`config.mk`:
```
export PLATFORM = sky130hd
export DESIGN_NAME = i2c_write_sequencer
export DESIGN_NICKNAME = d
export VERILOG_FILES = /design/src/rtl/i2c_write_sequencer.sv
export SDC_FILE = /design/constraint.sdc
export NUM_CORES = 1
export LEC_CHECK = 0
export ABC_AREA = 1
export CAP_MARGIN = 20
export CORE_ASPECT_RATIO = 1.75
export CORE_UTILIZATION = 40
export DETAILED_ROUTE_END_ITERATION = 7
export GPL_TIMING_DRIVEN = 0
export HOLD_SLACK_MARGIN = 0.1
export PLACE_DENSITY_LB_ADDON = 0.08
export SYNTH_ARGS = -nofsm -noshare
export SYNTH_HDL_FRONTEND = slang
export SYNTH_SLANG_ARGS = --single-unit
export TNS_END_PERCENT = 30
```
`constraint.sdc`:
```
create_clock -name i_clk -period 2.2 [get_ports i_clk]
set_input_delay 0.55 -clock i_clk [delete_from_list [all_inputs] [get_ports i_clk]]
set_output_delay 0.55 -clock i_clk [all_outputs]
set_load 0.03 [all_outputs]
```
`src/rtl/i2c_write_sequencer.sv`:
```
// -----------------------------------------------------------------------------
// i2c_write_sequencer
//
// Drives the EFB primary I2C controller through the 8-bit WISHBONE transaction
// handler to perform single-register I2C writes:
//   START + device address (write), register address, data byte, STOP.
//
// After reset the block enables the controller and loads the bit-rate
// prescaler. It then waits for host requests. Each request becomes a fixed
// chain of register accesses. Polls of the status register between bytes
// detect a slave NACK or a stuck controller.
//
// Parameters
//   EFB_BASE    WISHBONE base address of the I2C primary block
//   PRESCALE    10-bit I2C clock prescaler written to BR1:BR0
//   POLL_LIMIT  maximum status reads per poll step before giving up
//
// Ports
//   i_clk            system clock, rising edge
//   i_rst_n          asynchronous active-low reset
//   i_start          request pulse, honoured only while o_busy is low
//   i_devAddr        7-bit I2C slave address
//   i_regAddr        slave register address
//   i_data           data byte to write
//   o_busy           high during init and during a transaction
//   o_done           one-cycle pulse at the end of each transaction
//   o_error          NACK or timeout on the last transaction (valid with o_done)
//   o_wbBegin        one-cycle pulse that starts one WISHBONE access
//   o_wbWriteEnable  1 = write, 0 = read
//   o_wbAddress      WISHBONE register address
//   o_wbWriteData    WISHBONE write data
//   i_wbDone         access complete; i_wbReadData valid in the same cycle
//   i_wbReadData     WISHBONE read data
// -----------------------------------------------------------------------------
module i2c_write_sequencer #(
    parameter logic [7:0] EFB_BASE   = 8'h40,
    parameter logic [9:0] PRESCALE   = 10'd100,
    parameter logic [7:0] POLL_LIMIT = 8'd255
) (
    input  logic       i_clk,
    input  logic       i_rst_n,
    input  logic       i_start,
    input  logic [6:0] i_devAddr,
    input  logic [7:0] i_regAddr,
    input  logic [7:0] i_data,
    output logic       o_busy,
    output logic       o_done,
    output logic       o_error,
    output logic       o_wbBegin,
    output logic       o_wbWriteEnable,
    output logic [7:0] o_wbAddress,
    output logic [7:0] o_wbWriteData,
    input  logic       i_wbDone,
    input  logic [7:0] i_wbReadData
);

    // Top-level FSM encoding
    localparam logic [2:0] S_INIT  = 3'd0;
    localparam logic [2:0] S_IDLE  = 3'd1;
    localparam logic [2:0] S_ISSUE = 3'd2;
    localparam logic [2:0] S_WAIT  = 3'd3;
    localparam logic [2:0] S_EVAL  = 3'd4;

    // Register offsets inside the I2C primary block
    localparam logic [7:0] OFF_CR   = 8'd0;
    localparam logic [7:0] OFF_CMDR = 8'd1;
    localparam logic [7:0] OFF_BR0  = 8'd2;
    localparam logic [7:0] OFF_BR1  = 8'd3;
    localparam logic [7:0] OFF_TXDR = 8'd4;
    localparam logic [7:0] OFF_SR   = 8'd5;

    // Controller command bytes
    localparam logic [7:0] CR_ENABLE    = 8'h80;  // I2CEN
    localparam logic [7:0] CMD_STA_WR   = 8'h94;  // STA | WR | CKSDIS
    localparam logic [7:0] CMD_WR       = 8'h14;  // WR | CKSDIS
    localparam logic [7:0] CMD_STO      = 8'h44;  // STO | CKSDIS

    // Step indices with special handling
    localparam logic [3:0] STEP_LAST_INIT = 4'd2;
    localparam logic [3:0] STEP_FIRST_TX  = 4'd3;
    localparam logic [3:0] STEP_STOP      = 4'd12;
    localparam logic [3:0] STEP_BUSY_POLL = 4'd13;

    logic [2:0] state;
    logic [3:0] step;
    logic [7:0] poll_cnt;

    // Request fields, captured once when a start is accepted
    logic [6:0] dev_addr_q;
    logic [7:0] reg_addr_q;
    logic [7:0] data_q;

    // Status bits captured from the most recent completed access
    logic sr_trrdy_q;
    logic sr_rarc_q;
    logic sr_busy_q;

    // Status bits that the sequencer never inspects
    logic rd_unused;
    assign rd_unused = ^{i_wbReadData[7], i_wbReadData[4:3], i_wbReadData[1:0]};

    logic start_accept;
    logic wb_capture;
    logic poll_expired;

    assign start_accept = (state == S_IDLE) && i_start;
    assign wb_capture   = (state == S_WAIT) && i_wbDone;
    // poll_cnt counts failed reads already seen. The read under evaluation is
    // the last one allowed when POLL_LIMIT-1 reads have failed before it.
    assign poll_expired = (poll_cnt == (POLL_LIMIT - 8'd1));

    // Access decode for the current step
    logic       step_we;
    logic [7:0] step_addr;
    logic [7:0] step_wdata;

    always_comb begin
        step_we    = 1'b1;
        step_addr  = EFB_BASE + OFF_SR;
        step_wdata = 8'h00;
        case (step)
            4'd0: begin
                step_addr  = EFB_BASE + OFF_CR;
                step_wdata = CR_ENABLE;
            end
            4'd1: begin
                step_addr  = EFB_BASE + OFF_BR0;
                step_wdata = PRESCALE[7:0];
            end
            4'd2: begin
                step_addr  = EFB_BASE + OFF_BR1;
                step_wdata = {6'b000000, PRESCALE[9:8]};
            end
            4'd3: begin
                step_addr  = EFB_BASE + OFF_TXDR;
                step_wdata = {dev_addr_q, 1'b0};
            end
            4'd4: begin
                step_addr  = EFB_BASE + OFF_CMDR;
                step_wdata = CMD_STA_WR;
            end
            4'd6: begin
                step_addr  = EFB_BASE + OFF_TXDR;
                step_wdata = reg_addr_q;
            end
            4'd7: begin
                step_addr  = EFB_BASE + OFF_CMDR;
                step_wdata = CMD_WR;
            end
            4'd9: begin
                step_addr  = EFB_BASE + OFF_TXDR;
                step_wdata = data_q;
            end
            4'd10: begin
                step_addr  = EFB_BASE + OFF_CMDR;
                step_wdata = CMD_WR;
            end
            4'd12: begin
                step_addr  = EFB_BASE + OFF_CMDR;
                step_wdata = CMD_STO;
            end
            default: begin
                // Steps 5, 8, 11 and 13 are status reads; 14/15 are
                // unreachable and decode as a harmless status read.
                step_we    = 1'b0;
                step_addr  = EFB_BASE + OFF_SR;
                step_wdata = 8'h00;
            end
        endcase
    end

    // Datapath captures: no reset needed, only read after being written
    always_ff @(posedge i_clk) begin
        if (start_accept) begin
            dev_addr_q <= i_devAddr;
            reg_addr_q <= i_regAddr;
            data_q     <= i_data;
        end
        if (wb_capture) begin
            sr_trrdy_q <= i_wbReadData[2];
            sr_rarc_q  <= i_wbReadData[5];
            sr_busy_q  <= i_wbReadData[6];
        end
    end

    // Control FSM and registered outputs
    always_ff @(posedge i_clk or negedge i_rst_n) begin
        if (!i_rst_n) begin
            state           <= S_INIT;
            step            <= 4'd0;
            poll_cnt        <= 8'd0;
            o_busy          <= 1'b1;
            o_done          <= 1'b0;
            o_error         <= 1'b0;
            o_wbBegin       <= 1'b0;
            o_wbWriteEnable <= 1'b0;
            o_wbAddress     <= 8'h00;
            o_wbWriteData   <= 8'h00;
        end else begin
            o_wbBegin <= 1'b0;
            o_done    <= 1'b0;
            case (state)
                S_INIT: begin
                    step     <= 4'd0;
                    poll_cnt <= 8'd0;
                    state    <= S_ISSUE;
                end

                S_IDLE: begin
                    if (i_start) begin
                        o_busy   <= 1'b1;
                        o_error  <= 1'b0;
                        step     <= STEP_FIRST_TX;
                        poll_cnt <= 8'd0;
                        state    <= S_ISSUE;
                    end
                end

                // Address/data stay registered until the next issue, so they
                // remain stable for the whole access.
                S_ISSUE: begin
                    o_wbWriteEnable <= step_we;
                    o_wbAddress     <= step_addr;
                    o_wbWriteData   <= step_wdata;
                    o_wbBegin       <= 1'b1;
                    state           <= S_WAIT;
                end

                S_WAIT: begin
                    if (i_wbDone) begin
                        state <= S_EVAL;
                    end
                end

                S_EVAL: begin
                    state <= S_ISSUE;
                    case (step)
                        STEP_LAST_INIT: begin
                            o_busy <= 1'b0;
                            state  <= S_IDLE;
                        end

                        4'd5, 4'd8, 4'd11: begin
                            if (sr_trrdy_q && sr_rarc_q) begin
                                // Slave NACKed: abandon remaining bytes, send STOP
                                o_error  <= 1'b1;
                                step     <= STEP_STOP;
                                poll_cnt <= 8'd0;
                            end else if (sr_trrdy_q) begin
                                step     <= step + 4'd1;
                                poll_cnt <= 8'd0;
                            end else if (poll_expired) begin
                                o_error  <= 1'b1;
                                step     <= STEP_STOP;
                                poll_cnt <= 8'd0;
                            end else begin
                                poll_cnt <= poll_cnt + 8'd1;
                            end
                        end

                        STEP_BUSY_POLL: begin
                            if (!sr_busy_q) begin
                                o_busy   <= 1'b0;
                                o_done   <= 1'b1;
                                poll_cnt <= 8'd0;
                                state    <= S_IDLE;
                            end else if (poll_expired) begin
                                o_error  <= 1'b1;
                                o_busy   <= 1'b0;
                                o_done   <= 1'b1;
                                poll_cnt <= 8'd0;
                                state    <= S_IDLE;
                            end else begin
                                poll_cnt <= poll_cnt + 8'd1;
                            end
                        end

                        default: begin
                            step     <= step + 4'd1;
                            poll_cnt <= 8'd0;
                        end
                    endcase
                end

                default: begin
                    state <= S_INIT;
                end
            endcase
        end
    end

endmodule

```
==> metrics.txt <==
delay of the slowest cell on the worst path=0.66 ns; standard cell core area=0.00723 sq mm; worst skew pair latency=0.32 ns; pin count of the biggest net entering global routing=33; total instance count after detailed placement=462; Mapped Avg Cell Area=9.16 sq um; final net count=428; first-pass detailed-route iteration total=4; CTS-repair resized insts=0; cell at the slowest stage of the critical path=sky130_fd_sc_hd__clkdlybuf4s50_1; crit start category=register; fraction of final layout cells sized beyond drive strength 1=14.8%; ant diodes=0; post-synthesis share of cell area spent on and, or, nand and nor gates=28.8%; count of buffer and inverter cells on the critical path=1; share of flip-flops with an asynchronous set or reset=55.2%; cell with the most instances after synthesis=sky130_fd_sc_hd__nand2_1; crit share post-route=93.5%; number of setup buffers added after CTS=0; max-capacitance violation count=0; cell area after synthesis=0.00299 sq mm; signed area change from the synthesized netlist to the final layout=28.5%; WL/cell=13.2 um; most instantiated cells after synthesis=111 x sky130_fd_sc_hd__nand2_1, 31 x sky130_fd_sc_hd__dfrtp_1, 31 x sky130_fd_sc_hd__inv_1; row count=41; post-synthesis cell type with the largest combined area=sky130_fd_sc_hd__edfxtp_1; count of non-filler cells in the finished layout=478; number of global-route vias before repair=2287; Achievable Freq=0.486 GHz; arrival time worst endpoint=1.51 ns; chip height=116 um; fin util=53.2%; area share of the leading cell type in the synthesized netlist=26.1%; grt ovf=0; global-route usage over all layers=18.6%; dpl hpwl=4740 um; Worst Max-Slew Pin Slew=0.790 ns; Worst Path Class, Setup=reg2out; IR Drop Worst-Case VDD=0.725 mV; depth of the CTS H-tree=3; Total Wirelength=6320 um; Worst EP required=1.65 ns; cell breakdown of the critical path=clkdlybuf4s50_1; number of buffers created by CTS=9; first-pass GRT wire length=10500 um; clock tree from TritonCTS=done; number of clock sinks seen by CTS=58; root buffer selected by CTS=sky130_fd_sc_hd__clkbuf_16; number of placed I/O pins=56; I/O Buffers=46; EDFF count, synth=26; largest cells by area after synthesis=sky130_fd_sc_hd__edfxtp_1 26%, sky130_fd_sc_hd__dfrtp_1 26%, sky130_fd_sc_hd__nand2_1 14%, sky130_fd_sc_hd__inv_1 3.9%, sky130_fd_sc_hd__nand3_1 3.3%; Synth Area in XOR/XNOR=1.46%; dominant combinational cell family by area after synthesis=simple AND/OR/NAND/NOR gates; post-synthesis instance total=327; adder and majority cell fraction of the synthesized area=2.51%; number of warnings issued by yosys=0; setup violators final=0; initial antenna violation count=0; part of the Yosys area used for sequential elements=52.9%; result of the run=finished, final reports clean; final count of pins violating max slew=0; GP Congestion=0.854; proportion of synthesized area in mux cells=0%; Power Dens Cells=1060 mW/mm^2; CP Max Fanout=2; synth unique cells=42; worst-case clock buffer depth=2; vias after detailed routing=2326; DRC=0; worst-case headroom to the max-slew limit=47.3%; clock transition at the registers of the reported paths=0.05 ns; number of hold buffers added after cts=0; cell family with most CP delay=buffers and inverters; Final ANT Viol Nets=0; die boundary width=67.4 um; clk_skew=0.00731 ns; worst hold-check path type=in2async; element type at the critical path end=primary output; fraction of the mapped netlist area in compound gates=7.19%; RSZ-0062 raised after global routing=no; final sum of negative setup slack=0 ns; Initial Util=41.4%; violation count after the first detailed-routing iteration=82; Hold Violations, Final=0; Hold WS=0.304 ns; most common flop cell mapped by yosys=sky130_fd_sc_hd__dfrtp_1; final period demand of the worst path=2.06 ns; Total Die Area=0.00785 sq mm; ratio of routed vias to standard cells=4.87; total of flip-flops plus latches after synthesis=58; leakage power of the design=1.73 nW
per-layer routing:
layer / global-route usage [%] / wire length [um]
met1: 16.8 / 2250
met2: 36.1 / 3690
met3: 4.59 / 194
met4: 9.79 / 174
met5: 0 / 0
per-stage QoR:
stage	setup WS, ns	instance area, sq um	total power, mW
finish	0.144	3850	4.08
floorplan	0.582	3010	2.36
CTS	0.123	3850	4.15
detailed placement	-0.0598	3570	2.81
global route	0.121	3850	4.33
global placement	-0.166	3570	2.81
sequential cells by signal (all words and copies together), names as in the netlist, 3 cells and up:
register	cells
state	3
step	4
o_wbAddress	4
reg_addr_q	8
data_q	8
dev_addr_q	7
o_wbWriteData	8
poll_cnt	8
where the power goes:
part | switching [mW] | internal (mW) | leakage, nW | total, mW
registers | 0.143 | 1.35 | 0.656 | 1.50
logic | 0.816 | 0.466 | 0.939 | 1.28
clock network | 0.437 | 0.865 | 0.136 | 1.30
total | 1.40 | 2.68 | 1.73 | 4.08
layout make-up:
cell class,count,area (sq um)
Clock buffer,12,236
Clock inverter,4,42.5
Fill cell,654,3390
Tap cell,86,108
Inverter,35,136
Multi-Input combinational cell,228,1210
Buffer,9,76.3
Timing Repair Buffer,46,455
Sequential cell,58,1580
worst paths after layout:
kind | cells after the start | start | end | slack, ns
max | 1 | o_busy$_DFFE_PN1P_ | o_busy | 0.14
min | 1 | i_rst_n | state[2]$_DFFE_PN0P_ | 0.30
max reg2reg | 3 | state[2]$_DFFE_PN0P_ | reg_addr_q[1]$_DFFE_PP_ | 0.37
min reg2reg | 1 | o_wbAddress[6]$_DFFE_PN0P_ | o_wbAddress[6]$_DFFE_PN0P_ | 0.46
max in group asynchronous | 1 | i_rst_n | o_wbAddress[0]$_DFFE_PN0P_ | 1.42
min in group i_clk | 1 | o_wbAddress[6]$_DFFE_PN0P_ | o_wbAddress[6]$_DFFE_PN0P_ | 0.46
cells by family (layout without fill, tap and decap cells):
kind of cell | count (synthesis) | in the layout
DFF | 58 | 58
adders and majority gates | 6 | 6
other | 1 | 4
and+or+nand+nor | 180 | 180
AOI/OAI and AO/OA | 33 | 33
buffers and inverters | 44 | 106
xor gates and xnor gates | 5 | 5
cells in the final DEF, fill, tap and decap left out, drive strengths merged:
master and instances:
dfstp 1, o21ai 14, o22ai 1, xor2 4
nand4 6, clkinv 3, buf 10, a22o 1
nand3 22, a21boi 2, ha 6, nor2 22
nor4 2, dfrtp 31, a21oi 9, clkbuf 12
o21bai 1, conb 4, xnor2 1, or2 1
o2111ai 1, nand2 121, bufinv 1, clkdlybuf4s50 45
nor3 4, a31oi 2, edfxtp 26, a211oi 1
nand3b 2, o211ai 1, inv 35
Note: power is estimated with default switching activity, not from simulation.
